[src/rtl/div_pkg.sv]
// Shared definitions for the non-restoring division control unit.
//   - ALU opcodes driven on alu_op
//   - bank input-mux select codes driven on in_mux_add
//   - register-bank indices used by the micro-program
//   - controller state enumeration and the decoded control word
package div_pkg;

  // ALU opcodes
  localparam logic [2:0] PASS_A = 3'd0;
  localparam logic [2:0] PASS_B = 3'd1;
  localparam logic [2:0] ADD    = 3'd2;
  localparam logic [2:0] SUB    = 3'd3;
  localparam logic [2:0] SHL    = 3'd4;
  localparam logic [2:0] INC    = 3'd5;

  // Bank input-mux selects
  localparam logic [2:0] MUX_INA   = 3'd0;
  localparam logic [2:0] MUX_INB   = 3'd1;
  localparam logic [2:0] MUX_CONST = 3'd2;
  localparam logic [2:0] MUX_ALU   = 3'd3;
  localparam logic [2:0] MUX_BANK  = 3'd4;

  // Register-bank indices
  localparam logic [3:0] R_ALUA = 4'd1;
  localparam logic [3:0] R_ALUB = 4'd2;
  localparam logic [3:0] R_Q    = 4'd3;
  localparam logic [3:0] R_REM  = 4'd7;

  typedef enum logic [3:0] {
    ST_IDLE,
    ST_LD_A,
    ST_LD_B,
    ST_CHK,
    ST_DZ,
    ST_Q_LD,
    ST_Q_SHL,
    ST_A_LD,
    ST_A_SHL,
    ST_A_LD2,
    ST_OP,
    ST_Q_LD2,
    ST_QBIT,
    ST_R_LD,
    ST_R_ADD,
    ST_DONE
  } state_e;

  // One micro-instruction worth of datapath controls
  typedef struct packed {
    logic       we;
    logic [3:0] reg_add;
    logic [2:0] in_mux;
    logic [3:0] out_mux;
    logic [7:0] cnst;
    logic [2:0] alu_op;
    logic       alu_cin;
  } ctrl_t;

endpackage

[src/rtl/div_control_unit.sv]
// Microprogrammed controller for an 8-bit by 7-bit non-restoring divider.
// Quotient ends in R3, remainder in R7.
// Ports:
//   clk, rst              clock, synchronous active-high reset
//   start                 begin a division (sampled only in IDLE)
//   alu_n, alu_z, alu_c   ALU status: sign, zero, shifted-out bit
//   in_mux_add, cu_const  bank input select and constant
//   we, reg_add           bank write enable / address
//   out_mux_add           bank read-port address
//   alu_op, alu_cin       ALU opcode and shift-in bit
//   busy, done, div_zero  status
module div_control_unit
  import div_pkg::*;
#(
  parameter int         ITER     = 8,
  parameter logic [3:0] IDLE_REG = 4'd15
) (
  input  logic       clk,
  input  logic       rst,
  input  logic       start,
  input  logic       alu_n,
  input  logic       alu_z,
  input  logic       alu_c,
  output logic [2:0] in_mux_add,
  output logic [7:0] cu_const,
  output logic       we,
  output logic [3:0] reg_add,
  output logic [3:0] out_mux_add,
  output logic [2:0] alu_op,
  output logic       alu_cin,
  output logic       busy,
  output logic       done,
  output logic       div_zero
);

  localparam int CNT_W = $clog2(ITER + 1);

  state_e           state_reg, state_next;
  logic [CNT_W-1:0] cnt_reg;
  logic             q_msb_reg;
  logic             a_neg_reg;
  logic             div_zero_reg;
  ctrl_t            ctrl;

  // Micro-op decoder. Non-writing states park the address on IDLE_REG so a
  // stale write enable downstream can only hit the unused register.
  function automatic ctrl_t decode(input state_e s, input logic a_neg_i,
                                   input logic q_msb_i);
    ctrl_t c;
    c.we      = 1'b0;
    c.reg_add = IDLE_REG;
    c.in_mux  = MUX_INA;
    c.out_mux = 4'd0;
    c.cnst    = 8'h00;
    c.alu_op  = PASS_A;
    c.alu_cin = 1'b0;
    case (s)
      ST_LD_A: begin
        c.we = 1'b1; c.reg_add = R_Q; c.in_mux = MUX_INA;
      end
      ST_LD_B: begin
        c.we = 1'b1; c.reg_add = R_ALUB; c.in_mux = MUX_INB;
      end
      ST_CHK: begin
        // PASS_B exposes the divisor on the zero flag
        c.we = 1'b1; c.reg_add = R_REM; c.in_mux = MUX_CONST;
        c.cnst = 8'h00; c.alu_op = PASS_B;
      end
      ST_DZ: begin
        c.we = 1'b1; c.reg_add = R_Q; c.in_mux = MUX_CONST; c.cnst = 8'hFF;
      end
      ST_Q_LD, ST_Q_LD2: begin
        c.we = 1'b1; c.reg_add = R_ALUA; c.in_mux = MUX_BANK; c.out_mux = R_Q;
      end
      ST_A_LD, ST_A_LD2, ST_R_LD: begin
        c.we = 1'b1; c.reg_add = R_ALUA; c.in_mux = MUX_BANK; c.out_mux = R_REM;
      end
      ST_Q_SHL: begin
        c.we = 1'b1; c.reg_add = R_Q; c.in_mux = MUX_ALU; c.alu_op = SHL;
      end
      ST_A_SHL: begin
        // Quotient MSB shifted out of Q enters the bottom of A
        c.we = 1'b1; c.reg_add = R_REM; c.in_mux = MUX_ALU; c.alu_op = SHL;
        c.alu_cin = q_msb_i;
      end
      ST_OP: begin
        c.we = 1'b1; c.reg_add = R_REM; c.in_mux = MUX_ALU;
        c.alu_op = a_neg_i ? ADD : SUB;
      end
      ST_QBIT: begin
        // Shifted Q has a zero LSB, so INC sets the new quotient bit
        if (!a_neg_i) begin
          c.we = 1'b1; c.reg_add = R_Q; c.in_mux = MUX_ALU; c.alu_op = INC;
        end
      end
      ST_R_ADD: begin
        c.we = 1'b1; c.reg_add = R_REM; c.in_mux = MUX_ALU; c.alu_op = ADD;
      end
      default: ;
    endcase
    return c;
  endfunction

  // State register
  always_ff @(posedge clk) begin
    if (rst) state_reg <= ST_IDLE;
    else     state_reg <= state_next;
  end

  // Next-state logic
  always_comb begin
    state_next = state_reg;
    case (state_reg)
      ST_IDLE:  if (start) state_next = ST_LD_A;
      ST_LD_A:  state_next = ST_LD_B;
      ST_LD_B:  state_next = ST_CHK;
      ST_CHK:   state_next = alu_z ? ST_DZ : ST_Q_LD;
      ST_DZ:    state_next = ST_DONE;
      ST_Q_LD:  state_next = ST_Q_SHL;
      ST_Q_SHL: state_next = ST_A_LD;
      ST_A_LD:  state_next = ST_A_SHL;
      ST_A_SHL: state_next = ST_A_LD2;
      ST_A_LD2: state_next = ST_OP;
      ST_OP:    state_next = ST_Q_LD2;
      ST_Q_LD2: state_next = ST_QBIT;
      ST_QBIT: begin
        if (cnt_reg == CNT_W'(1)) state_next = a_neg_reg ? ST_R_LD : ST_DONE;
        else                      state_next = ST_Q_LD;
      end
      ST_R_LD:  state_next = ST_R_ADD;
      ST_R_ADD: state_next = ST_DONE;
      ST_DONE:  state_next = ST_IDLE;
      default:  state_next = ST_IDLE;
    endcase
  end

  // Internal control flops: iteration counter and flag captures
  always_ff @(posedge clk) begin
    if (rst) begin
      cnt_reg      <= '0;
      q_msb_reg    <= 1'b0;
      a_neg_reg    <= 1'b0;
      div_zero_reg <= 1'b0;
    end else begin
      case (state_reg)
        ST_IDLE:  if (start) div_zero_reg <= 1'b0;
        ST_CHK: begin
          a_neg_reg    <= 1'b0;
          div_zero_reg <= 1'b0;
          cnt_reg      <= CNT_W'(ITER);
        end
        ST_DZ:    div_zero_reg <= 1'b1;
        ST_Q_SHL: q_msb_reg    <= alu_c;
        ST_OP:    a_neg_reg    <= alu_n;
        ST_QBIT:  cnt_reg      <= cnt_reg - CNT_W'(1);
        default: ;
      endcase
    end
  end

  // Moore output decode
  always_comb begin
    ctrl        = decode(state_reg, a_neg_reg, q_msb_reg);
    we          = ctrl.we;
    reg_add     = ctrl.reg_add;
    in_mux_add  = ctrl.in_mux;
    out_mux_add = ctrl.out_mux;
    cu_const    = ctrl.cnst;
    alu_op      = ctrl.alu_op;
    alu_cin     = ctrl.alu_cin;
    busy        = (state_reg != ST_IDLE);
    done        = (state_reg == ST_DONE);
    div_zero    = div_zero_reg;
  end

endmodule

[config.mk]
export PLATFORM = sky130hd
export DESIGN_NAME = div_control_unit
export DESIGN_NICKNAME = d
export VERILOG_FILES = /design/src/rtl/div_pkg.sv /design/src/rtl/div_control_unit.sv
export SDC_FILE = /design/constraint.sdc
export NUM_CORES = 1
export LEC_CHECK = 0
export BUFFER_PORTS_ARGS = -buffer_cell sky130_fd_sc_hd__buf_2
export CORE_MARGIN = 3
export CORE_UTILIZATION = 52
export CTS_CLUSTER_DIAMETER = 100
export DETAILED_ROUTE_END_ITERATION = 8
export GPL_ROUTABILITY_DRIVEN = 0
export PLACE_DENSITY = 0.84
export SKIP_LAST_GASP = 1
export SLEW_MARGIN = 20
export SYNTH_ARGS = -nofsm -noshare
export SYNTH_HDL_FRONTEND = slang
export SYNTH_SLANG_ARGS = --single-unit
[constraint.sdc]
create_clock -name clk -period 2.7 [get_ports clk]
set_clock_uncertainty 0.2 [all_clocks]
set_input_delay 0.54 -clock clk [delete_from_list [all_inputs] [get_ports clk]]
set_output_delay 0.54 -clock clk [all_outputs]
set_load 0.01 [all_outputs]
==> summary.txt <==
Syn. warnings -> 0
Mapped Area -> 888.4 sq um
largest net degree at the start of global routing -> 28
setup TNS -> 0 ps
Final Setup Violations -> 0
clock buffer depth -> 2
worst-skew pair later-pin latency -> 280 ps
most frequent cells in the layout -> 31 x buf_2, 11 x nor2_1, 10 x a21oi_1, 10 x dfxtp_1, 8 x nand2_1
number of vias per cell -> 5.728
area of the multi-input gates -> 541.8 sq um
drt first pass iters -> 4
gr ovfl total -> 0
Final Slew Violations -> 0
most common cell after layout, fill and taps aside -> buf_2
Int Power -> 0.0003132 W
Leakage -> 0.4322 nW
starting density of the core -> 0.5698
clk sinks -> 11
Worst Hold Class -> flip-flop to flip-flop
antenna diode count -> 0
Final Hold Vio Count -> 0
Die ar. -> 2240 sq um
Pwr per Cell Area -> 518.0 nW/um^2
vias in the first global route -> 727
FF+latch area -> 221.5 sq um
Logic pwr share -> 0.343
peak supply drop -> 407.5 uV
post-synth net total -> 125
CTS Buf Count -> 3
routed vias -> 865
CTS tree -> built
I/O pins -> 33
P_sw -> 0.0002001 W
Tmin final -> 2538 ps
Final HPWL DP -> 1458 microns
Filler Cell Count -> 152
Max H-tree Level -> 1
clock share of power -> 0.240
Final Non-Filler Cells -> 151
WP data arrival -> 1800 ps
worst slew pin tran -> 714.7 ps
setup ws final -> 161.6 ps
RSZ-0062 raised after global routing -> no
initial antenna violation count -> 0
Clock transition at path regs -> 80 ps
critical path capture point type -> output pin
placed insts -> 147
total global-route track usage -> 0.1917
max-cap viol count -> 0
share of layout cells above drive strength 1 -> 0.2815
Final Cycle Share -> 0.9402
post-synthesis cell count -> 117
1st-iter DRT viols -> 9
pre-CTS setup slack -> 465.3 ps
data required time at the worst endpoint -> 1960 ps
Post-synth EDFFs -> 0
CP max FO -> 22
WL per Instance -> 14.28 microns
Die W -> 47.33 microns
DRC Markers -> 0
Die H -> 47.33 microns
row cnt -> 14
register area share after synthesis -> 0.2479
first-pass GRT wire length -> 3105 microns
Slew headroom -> 0.5229
Root Buffer -> clkbuf_4
Sw Ratio -> 0.3898
input/output buffers -> 31
Post-synth top flop -> dfxtp_1
Reg power frac -> 0.417
fmax -> 393.9 MHz
post-CTS setup repair buffer count -> 0
CP startpoint kind -> flip-flop
outcome -> finished, final reports clean
area grow syn2layout -> 11.55%
flops & latches, synth -> 11
Post-synth ARST share -> 0
synth unique cells -> 46
critical path type -> flip-flop to output pin
core box area -> 1559 sq um
syn avg cell area -> 7.593 sq um
antenna viol nets, final -> 0
Layout Nets -> 144
final WL -> 2157 microns
## per-stage QoR
stage / power [W] / utilization / area, sq um / hold WS, ps
finish: 0.0005133 / 0.6356 / 991.0 / 290.0
floorplan: 0.0003413 / - / 888.4 / 251.8
CTS: 0.0005070 / 0.6348 / 989.7 / 293.9
global placement: 0.0003827 / 0.6180 / 963.4 / 271.2
detailed placement: 0.0003892 / 0.6180 / 963.4 / 278.9
global route: 0.0005417 / 0.6356 / 991.0 / 338.4
## Yosys cell counts, types with 2 or more instances
master,number,area share
dfxtp_1,11,0.25
nor2_1,11,0.046
a21oi_1,10,0.056
buf_4,9,0.076
nand2_1,8,0.034
buf_2,5,0.028
inv_1,5,0.021
o21ai_1,4,0.023
and2_1,3,0.021
nand2b_1,3,0.021
nor3_1,3,0.017
a211oi_1,2,0.017
a311oi_1,2,0.020
a31oi_1,2,0.014
and4bb_1,2,0.028
buf_1,2,0.0085
clkbuf_1,2,0.0085
ha_1,2,0.028
nand3b_1,2,0.017
nor4_1,2,0.014
or3_1,2,0.014
## power groups by stage
| stage | Clock, W | Sequential (W) | Combinational (W) |
|---|---|---|---|
| after floorplan | 0 | 0.000184 | 0.000157 |
| after global placement | 0 | 0.000213 | 0.000170 |
| after detailed placement | 0 | 0.000215 | 0.000174 |
| after CTS | 0.000119 | 0.000211 | 0.000176 |
| after global routing | 0.000130 | 0.000218 | 0.000193 |
| final | 0.000123 | 0.000214 | 0.000176 |
## critical path: stages (launching register included)
cell      delay [ps]
dfxtp_1          780
nand2b_1         250
nor4b_1          300
buf_2            180
## cells by family (layout without fill, tap and decap cells)
logic type | Yosys count | in the layout | synth area share
adders and majority gates | 2 | 2 | 0.02816
muxes | 2 | 2 | 0.02394
xor gates and xnor gates | 2 | 2 | 0.01972
buffers and inverters | 23 | 41 | 0.1423
and+or+nand+nor | 45 | 45 | 0.3056
other | 1 | 1 | 0.004221
DFF | 11 | 11 | 0.2479
AOI/OAI and AO/OA | 31 | 31 | 0.2282
## path summary, 6_finish.rpt
check	startpoint	to	slack (ps)	cells past startpoint
max reg2reg	state_reg[3]$_SDFFE_PP0P_	state_reg[3]$_SDFFE_PP0P_	660	3
max	state_reg[3]$_SDFFE_PP0P_	alu_cin	160	3
min reg2reg	q_msb_reg$_SDFFE_PP0P_	q_msb_reg$_SDFFE_PP0P_	290	2
min	q_msb_reg$_SDFFE_PP0P_	q_msb_reg$_SDFFE_PP0P_	290	2
## layout make-up
class,instances,share of cell area
clock buffer,4,0.02652
multi-input combinational,83,0.5467
inverter,5,0.01894
timing repair buffer,32,0.1641
sequential,11,0.2235
tap,16,0.02020
## metal layers
metal  part of all wire  vias up  global-route usage
met4              0.016        0             0.08287
met3              0.056        5             0.02299
li1                   -      442                   -
met1               0.46      386              0.2420
met5                  0        -                   0
met2               0.47       32              0.3235
## repair_timing
action	4_1_cts	5_1_grt
endpoints found under the setup margin	0	1
hold buffers	0	0
resized for setup	0	1
Note: power is estimated with default switching activity, not from simulation.
